==> config.mk <==
export PLATFORM = sky130hd
export DESIGN_NAME = pending_encoder_8to3_flat
export DESIGN_NICKNAME = d
export VERILOG_FILES = /design/src/rtl/pending_encoder_8to3_pkg.sv /design/src/rtl/pending_encoder_8to3_if.sv /design/src/rtl/pending_encoder_8to3_rr_priority_select.sv /design/src/rtl/pending_encoder_8to3.sv /design/src/flat_wrapper.sv
export SDC_FILE = /design/constraint.sdc
export NUM_CORES = 1
export LEC_CHECK = 0
export BUFFER_PORTS_ARGS = -buffer_cell sky130_fd_sc_hd__clkbuf_2
export CAP_MARGIN = 20
export CORE_UTILIZATION = 45
export CTS_BUF_LIST = sky130_fd_sc_hd__clkbuf_8
export DETAILED_ROUTE_END_ITERATION = 6
export HOLD_SLACK_MARGIN = 0.02
export PLACE_DENSITY = 0.74
export RECOVER_POWER = 100
export SKIP_LAST_GASP = 1
export SYNTH_ARGS = -nofsm -noshare
export SYNTH_HDL_FRONTEND = slang
export SYNTH_SLANG_ARGS = --single-unit
==> constraint.sdc <==
create_clock -name Clk -period 2.22 [get_ports Clk]
set_input_delay 0.444 -clock Clk [delete_from_list [all_inputs] [get_ports Clk]]
set_output_delay 0.444 -clock Clk [all_outputs]
set_load 0.01 [all_outputs]
==> src/rtl/pending_encoder_8to3_pkg.sv <==
// Shared definitions for the pending request encoder.
// State encodings and default sizes.
package enc_defs;
    localparam int N_REQ  = 8;
    localparam int CODE_W = 3;

    typedef enum logic {
        ST_IDLE  = 1'b0,
        ST_OFFER = 1'b1
    } state_t;
endpackage

==> src/rtl/pending_encoder_8to3_if.sv <==
// Request/offer bundle between event sources, encoder and consumer.
// The encoder is the slave; the driver/consumer side is the master.
interface pending_encoder_8to3_if
    import enc_defs::*;
#(
    parameter int N = N_REQ,
    parameter int W = CODE_W
);
    logic         En;
    logic [N-1:0] Req;
    logic         Ack;
    logic [W-1:0] Code;
    logic         Valid;
    logic [N-1:0] Pending;
    logic         Overrun;

    modport master (
        output En, Req, Ack,
        input  Code, Valid, Pending, Overrun
    );

    modport slave (
        input  En, Req, Ack,
        output Code, Valid, Pending, Overrun
    );
endinterface

==> src/rtl/pending_encoder_8to3_rr_priority_select.sv <==
// Combinational selector: highest set index, or round-robin
// scan starting just after Start (rotate, scan, un-rotate).
module rr_priority_select #(
    parameter int N = 8,
    parameter int W = 3
) (
    input  logic [N-1:0] Pending,
    input  logic [W-1:0] Start,
    input  logic         Mode,
    output logic [W-1:0] Sel,
    output logic         Any
);
    logic [W-1:0] base;
    logic [W-1:0] idx;
    logic [N-1:0] rot;
    logic [W-1:0] lo;
    logic [W-1:0] hi;

    always_comb begin
        base = Mode ? W'(Start + 1'b1) : '0;
        rot  = '0;
        idx  = '0;
        for (int j = 0; j < N; j++) begin
            idx    = W'(base + W'(j));
            rot[j] = Pending[idx];
        end
    end

    // lo ends on the lowest set bit, hi on the highest
    always_comb begin
        lo = '0;
        hi = '0;
        for (int j = N - 1; j >= 0; j--) begin
            if (rot[j]) lo = W'(j);
        end
        for (int j = 0; j < N; j++) begin
            if (rot[j]) hi = W'(j);
        end
    end

    assign Sel = Mode ? W'(base + lo) : hi;
    assign Any = |Pending;
endmodule

==> src/rtl/pending_encoder_8to3.sv <==
// Registered 8-to-3 request encoder with valid/ack handshake.
// Pending bits are captured, one is offered and held until acked.
module pending_encoder_8to3
    import enc_defs::*;
#(
    parameter int N       = N_REQ,
    parameter int W       = CODE_W,
    parameter int RR_MODE = 0
) (
    input  logic                     Clk,
    input  logic                     Resetn,
    pending_encoder_8to3_if.slave    bus
);
    localparam logic MODE = (RR_MODE != 0);

    state_t       state_q, state_d;
    logic [N-1:0] pend_q, pend_d;
    logic [W-1:0] code_q, code_d;
    logic         valid_q, valid_d;
    logic [W-1:0] last_q, last_d;
    logic         ovr_q, ovr_d;

    logic [N-1:0] set_vec;
    logic [N-1:0] clr_vec;
    logic         clr;
    logic [W-1:0] sel;
    logic         any;

    rr_priority_select #(
        .N (N),
        .W (W)
    ) u_sel (
        .Pending (pend_q),
        .Start   (last_q),
        .Mode    (MODE),
        .Sel     (sel),
        .Any     (any)
    );

    assign clr = bus.En & valid_q & bus.Ack;

    always_comb begin
        set_vec = bus.En ? bus.Req : '0;
        clr_vec = '0;
        if (clr) clr_vec[code_q] = 1'b1;
        // a same-cycle request re-arms the bit being cleared
        pend_d = (pend_q & ~clr_vec) | set_vec;
        ovr_d  = ovr_q | (|(set_vec & pend_q & ~clr_vec));
    end

    always_comb begin
        state_d = state_q;
        code_d  = code_q;
        valid_d = valid_q;
        last_d  = last_q;
        if (!bus.En) begin
            state_d = ST_IDLE;
            code_d  = '0;
            valid_d = 1'b0;
        end else begin
            unique case (state_q)
                ST_IDLE: begin
                    if (any) begin
                        state_d = ST_OFFER;
                        code_d  = sel;
                        valid_d = 1'b1;
                    end
                end
                ST_OFFER: begin
                    if (bus.Ack) begin
                        state_d = ST_IDLE;
                        valid_d = 1'b0;
                        last_d  = code_q;
                    end
                end
                default: begin
                    state_d = ST_IDLE;
                    valid_d = 1'b0;
                end
            endcase
        end
    end

    always_ff @(posedge Clk or negedge Resetn) begin
        if (!Resetn) begin
            state_q <= ST_IDLE;
            pend_q  <= '0;
            code_q  <= '0;
            valid_q <= 1'b0;
            last_q  <= W'(N - 1);
            ovr_q   <= 1'b0;
        end else begin
            state_q <= state_d;
            pend_q  <= pend_d;
            code_q  <= code_d;
            valid_q <= valid_d;
            last_q  <= last_d;
            ovr_q   <= ovr_d;
        end
    end

    assign bus.Code    = code_q;
    assign bus.Valid   = valid_q;
    assign bus.Pending = pend_q;
    assign bus.Overrun = ovr_q;
endmodule

==> src/flat_wrapper.sv <==
// flat-port wrapper written by rule: the top's interface ports become plain ports
module pending_encoder_8to3_flat import enc_defs::*;
#(
    parameter int N       = N_REQ,
    parameter int W       = CODE_W,
    parameter int RR_MODE = 0
)
  (Clk, Resetn, bus_En, bus_Req, bus_Ack, bus_Code, bus_Valid, bus_Pending, bus_Overrun);
  pending_encoder_8to3_if #(.N(N), .W(W)) bus_i ();
  input  logic Clk;
  input  logic Resetn;
  input wire logic [$bits(bus_i.En)-1:0] bus_En;
  input wire logic [$bits(bus_i.Req)-1:0] bus_Req;
  input wire logic [$bits(bus_i.Ack)-1:0] bus_Ack;
  output wire logic [$bits(bus_i.Code)-1:0] bus_Code;
  output wire logic [$bits(bus_i.Valid)-1:0] bus_Valid;
  output wire logic [$bits(bus_i.Pending)-1:0] bus_Pending;
  output wire logic [$bits(bus_i.Overrun)-1:0] bus_Overrun;
  assign bus_i.En = bus_En;
  assign bus_i.Req = bus_Req;
  assign bus_i.Ack = bus_Ack;
  assign bus_Code = bus_i.Code;
  assign bus_Valid = bus_i.Valid;
  assign bus_Pending = bus_i.Pending;
  assign bus_Overrun = bus_i.Overrun;
  pending_encoder_8to3 #(.N(N), .W(W), .RR_MODE(RR_MODE)) u_core (.Clk(Clk), .Resetn(Resetn), .bus(bus_i));
endmodule
# Word-level counts from Yosys, hierarchy flattened
# Cells that the tools add are included.
[word_totals]
register_bits = 14
latchBits = 0
ram_bits = 0
romBits = 0
inputBits = 12
out_inout_bits = 13
word_cells = 47
n_memories = 0
[op_classes]
addsub = 0
multipliers = 0
n_div = 0
n_lt_le_gt_ge = 2
eq_ne = 4
n_shift = 0
mux = 22
bitwise = 9
reduce_logical = 5
[ops]
columns = ["op", "count"]
rows = [
  ["3-bit 2-to-1 mux", 9],
  ["8-bit AND", 3],
  ["8-bit 2-to-1 mux", 2],
  ["8-bit OR reduction", 2],
  ["1-bit 2-to-1 mux", 8],
  ["8-bit NOT", 1],
  ["8-bit OR", 1],
  ["3-bit by 4-bit less-than comparator with 1-bit output (second input constant)", 1],
  ["1-bit one-hot mux with 2 select lines", 2],
  ["2-bit AND reduction", 2],
  ["1-bit demux with 3-bit select", 1],
  ["3-bit by 1-bit greater-or-equal comparator with 1-bit output (second input constant)", 1],
  ["3-bit by 2-bit != test with 1-bit output (second input constant)", 1],
  ["3-bit != test (second input constant)", 1],
  ["1-bit AND", 2],
  ["2-bit by 1-bit != test with 1-bit output (second input constant)", 1],
  ["2-bit != test (second input constant)", 1],
  ["1-bit logical AND", 1],
  ["1-bit NOT", 1],
  ["1-bit OR", 1],
]

# Longest topological paths before layout
[depth]
depth_word = 10
depth_mapped = 5
depth_no_buf = 4

# By module
# A second synthesis with hierarchy kept.
[hier_totals]
cells_unflattened = 156
hier_area_um2 = 1481.4
[modules_own_cells]
columns = ["mod", "n_inst", "cells_per_inst", "area_each_um2", "seq_area_each_um2"]
rows = [
  ["pending_encoder_8to3", 1, 71, 769.5, 429.2],
  ["rr_priority_select", 1, 85, 711.9, 0.0],
]

# Worst setup path before layout
# Ideal clock, no wire load.
[synth_timing]
path_kind = "in2reg"
from = "input port bus_En"
to = "register u_core.ovr_q (netlist: u_core.bus.Overrun)"
setup_ps = 139
arrival_time_ps = 1559
required_ps = 2081
path_slack_ps = 522
cell_stages = 5
path_buffers = 1
path_cell_list = "buf_2 > nand3_1 > o31ai_1 > o22ai_1 > or4_1"
[synth_via]
elab_chain_len = 7
word_cells_on_any_way = 9
classes_between = "mux: 2; bitwise: 6; reduce/logical: 1"
[synth_lines]
columns = ["element", "line", "text"]
rows = [
  ["from (decl)", "flat_wrapper.sv:12", "input wire logic [$bits(bus_i.En)-1:0] bus_En;"],
  ["1-bit AND (2 in series)", "pending_encoder_8to3.sv:40", "assign clr = bus.En & valid_q & bus.Ack;"],
  ["8-bit 2-to-1 mux", "pending_encoder_8to3.sv:45", "if (clr) clr_vec[code_q] = 1'b1;"],
  ["8-bit NOT", "pending_encoder_8to3.sv:48", "ovr_d = ovr_q | (|(set_vec & pend_q & ~clr_vec));"],
  ["8-bit AND (*)", "pending_encoder_8to3.sv:48", ""],
  ["8-bit OR reduction (*)", "pending_encoder_8to3.sv:48", ""],
  ["1-bit OR (*)", "pending_encoder_8to3.sv:48", ""],
  ["via u_core.ovr_d", "pending_encoder_8to3.sv:21", "logic ovr_q, ovr_d;"],
  ["to (signal assigned)", "pending_encoder_8to3.sv:98", "ovr_q <= ovr_d;"],
  ["to (decl)", "pending_encoder_8to3.sv:21", ""],
]
# Mark *: on every way through the listed nets, which the timed path passes. The rest lies on a longest branch.
# A chain may end at the register's enable or synchronous reset.

# Worst setup path in the final report
[layout_timing]
from = "register u_core.code_q[2] (netlist: u_core.bus.Code[2])"
to = "register u_core.ovr_q (netlist: u_core.bus.Overrun)"
[layout_via]
elab_chain_len = 9
word_cells_on_any_way = 10
classes_between = "order compare: 2; mux: 3; bitwise: 3; reduce/logical: 2"
[layout_lines]
columns = ["element", "line", "text"]
rows = [
  ["from (decl)", "pending_encoder_8to3.sv:18", "logic [W-1:0] code_q, code_d;"],
  ["from (signal assigned)", "pending_encoder_8to3.sv:95", "code_q <= code_d;"],
  ["3-bit by 4-bit less-than comparator with 1-bit output (implied by the code) or 3-bit by 1-bit greater-or-equal comparator with 1-bit output (tied branches)", "pending_encoder_8to3.sv:45", ""],
  ["1-bit logical AND (implied by the code)", "pending_encoder_8to3.sv:45", ""],
  ["1-bit 2-to-1 mux (implied by the code)", "pending_encoder_8to3.sv:45", ""],
  ["1-bit demux with 3-bit select (*)", "pending_encoder_8to3.sv:45", ""],
  ["8-bit 2-to-1 mux (*)", "pending_encoder_8to3.sv:45", ""],
  ["8-bit NOT (*)", "pending_encoder_8to3.sv:48", ""],
  ["8-bit AND (*)", "pending_encoder_8to3.sv:48", ""],
  ["8-bit OR reduction (*)", "pending_encoder_8to3.sv:48", ""],
  ["1-bit OR (*)", "pending_encoder_8to3.sv:48", ""],
  ["via u_core.ovr_d", "pending_encoder_8to3.sv:21", ""],
]
# Marked as above.

==> impl_metrics.ini <==
[setup_path]
crit_required_ns = 2.32
r2r-start = u_core.bus.Code[2]
critical_path_class = reg2reg
r2r_setup_slack_ns = 0.37
end_kind = flop
r2r_end = u_core.bus.Overrun
reg2reg_depth = 4
crit_path_start_kind = flop
path_max_fanout = 7
arrival_ns = 1.95

[routing]
vias = 672
first_pass_iters = 4
drc = 0
top_layer_used = met4
wl_met1_um = 740
dr_wl_met3_um = 140
routed_wl_um = 1650
dr_wl_met2_um = 754
antenna_left = 0
vias_per_cell = 5.79
wl_per_cell_um = 14.3
initialDrtViolationCount = 25

[layout]
regArea_um2 = 350
fillers = 126
drive_above_1_share_pct = 13.9
antenna_cells = 0
multi_input_area_um2 = 308
area_growth_pct = 22.1
final_nets = 115

[sta]
max_freq_mhz = 540
fin_hold_ws_ns = 0.251
hold_viol = 0
finalCritPeriodShare_pct = 83.4
setup_violations = 0
relSlewSlack_pct = 49.1
drv_slew = 0
worst_pin_slew_ns = 0.763
clock_skew_ns = 0.00298
rsz0062_at_grt = false
setup_tns_ns = 0
finalCriticalPeriod_ns = 1.85

[synth]
synth_most_common_cell = nand2_1
ys_warn_count = 0
synth_edf_count = 0
async_reset_ff_share_pct = 100
synth_top_area_cell = dfrtp_1
synthTopCellsByCount = nand2_1 (18), dfrtp_1 (14), a21oi_1 (5), o21ai_1 (5)
synthXorXnorAreaFrac_pct = 0
syn_area_per_cell_um2 = 8.92
synth_top_family_by_area = simple AND/OR/NAND/NOR gates
synth.distinct_cells = 25
yosys_register_bits = 14
synth_top_area_share_pct = 51.7
synthAdderAreaFrac_pct = 0
synth_cells = 76
yosysSeqAreaShare_pct = 51.7
synthFlopType = dfrtp_1
syn_nets = 88
synth_area_leaders = dfrtp_1 (52%), nand2_1 (10%), a21oi_1 (3.7%), o21ai_1 (3.7%), o22ai_1 (3.7%)
synth_mux_area_share_pct = 0
synth_compound_area_share_pct = 22.3
syn_area_um2 = 678
synth-simple-area-share_pct = 23.6

[power_and_ir_drop]
sw_frac_of_total_pct = 25.4
p_seq_share_pct = 51.5
clkPwrFrac_pct = 35.9
total_power_uw = 559
p_leak_uw = 0.000333
pwr-share-comb_pct = 12.6
ir_worst_vdd_mv = 0.335
internal-power_uw = 416
power_density_nw_per_um2 = 674
p_switching_uw = 142

[floorplanning]
chipHeight_um = 40.8
die_x_um = 40.8
die_area_um2 = 1670
coreArea_um2 = 1350
placementRows = 13
initial_core_util_pct = 50.2
io_pins = 25

[cts]
cts_buffers = 3
cts.sinks = 14
clockBufferDepth = 2
cts_setup_buffers = 0
htreeDepth = 1
worstSkewPairLatency_ns = 0.24
post_cts_resize_count = 0
cts_tree = built
postCtsHoldBufs = 0
clkTransAtPathRegs_ns = 0.06
cts-root-buf = clkbuf_8

[global_routing]
antenna_found_initial = 0
grt_max_degree = 17
grt_pass1_vias = 582
overflow = 0
track_usage_pct = 24.5
grt_first_pass_wirelength_um = 2640

[min_path]
hold_path.class = in2async

[outcome]
outcome = completed

[placement]
dp_hpwl_um = 1220
port_buffers = 24
place_congestion = 0.891

[flow_run]
drv_cap = 0
[critical path, cell delays in order (launching register included)]
cell     delay (ns)
dfrtp_1        0.45
or3b_1         0.40
o21ai_0        0.23
o22ai_1        0.11
or4_1          0.52
[routing by layer]
metal	vias up	GRT usage (%)
li1	326	-
met1	306	32.8
met2	36	37.1
met3	4	6.52
met4	0	10.0
met5	-	0
[cells by family (layout without fill, tap and decap cells)]
group / after synthesis / count (layout)
buffers and inverters: 4 / 29
AND/OR/NAND/NOR: 33 / 33
AO/OA/AOI/OAI: 25 / 25
flip-flops: 14 / 14
[area by class of cell]
| type | count | area share (%) |
|---|---|---|
| Tap cell | 15 | 2.27 |
| Timing Repair Buffer | 24 | 12.4 |
| Multi-Input combinational cell | 58 | 37.2 |
| Inverter | 2 | 0.906 |
| Clock buffer | 3 | 4.98 |
| Sequential cell | 14 | 42.3 |
[power groups by stage]
stage | clock network, µW | logic [µW] | registers [µW]
6_report | 200 | 70.3 | 288
5_1_grt | 217 | 80.3 | 290
4_1_cts | 204 | 75.4 | 288
3_5_place_dp | 0 | 75.0 | 291
3_3_place_gp | 0 | 74.2 | 291
2_1_floorplan | 0 | 36.7 | 293
[worst max path at each step]
stage | startpoint | endpoint | slack, ns | depth (start not counted)
6_report | u_core.bus.Code[2] | u_core.bus.Overrun | 0.37 | 4
5_1_grt | u_core.bus.Code[2] | u_core.bus.Overrun | 0.26 | 4
4_1_cts | u_core.bus.Code[2] | u_core.bus.Overrun | 0.43 | 4
3_5_place_dp | bus_En | u_core.bus.Overrun | 0.26 | 5
3_3_place_gp | bus_En | u_core.bus.Overrun | 0.31 | 5
2_1_floorplan | bus_En | u_core.bus.Overrun | 0.52 | 5
[state kept, by name, summed over array words and instances (netlist names)]
| register | cells |
|---|---|
| u_core.bus.Overrun | 1 |
| u_core.bus.Code | 3 |
| u_core.bus.Valid | 1 |
| u_core.state_q | 1 |
| u_core.bus.Pending | 8 |
[placed cells by master (no fill, tap or decap)]
master / Yosys / layout
o21ai_0: 4 / 9
a21oi_1: 5 / 5
nor3_1: 1 / 1
nor4_1: 2 / 2
a31oi_1: 1 / 1
nor2_1: 3 / 3
clkbuf_8: 0 / 3
and2_0: 0 / 1
o31ai_1: 2 / 2
o311ai_0: 1 / 1
nand3b_2: 1 / 1
o21a_1: 1 / 1
nand3_1: 2 / 2
nand2_1: 18 / 18
clkbuf_1: 1 / 14
nand3b_1: 1 / 1
o21ai_1: 5 / 1
clkbuf_2: 0 / 10
o211a_1: 1 / 1
or4_1: 1 / 1
nor2b_1: 2 / 2
or3b_1: 1 / 1
o22ai_1: 4 / 4
inv_1: 2 / 2
dfrtp_1: 14 / 14
[stage by stage]
stage | instances | utilization (%) | setup slack (ns) | area (µm²)
finish | 116 | 61.4 | 0.368 | 828
global route | 116 | 61.4 | 0.264 | 828
detailed placement | 113 | 59.9 | 0.260 | 808
floorplan | 76 | - | 0.522 | 678
CTS | 116 | 62.9 | 0.427 | 850
global placement | 113 | 59.9 | 0.309 | 808
No activity file was read; power rests on OpenSTA's default activity.
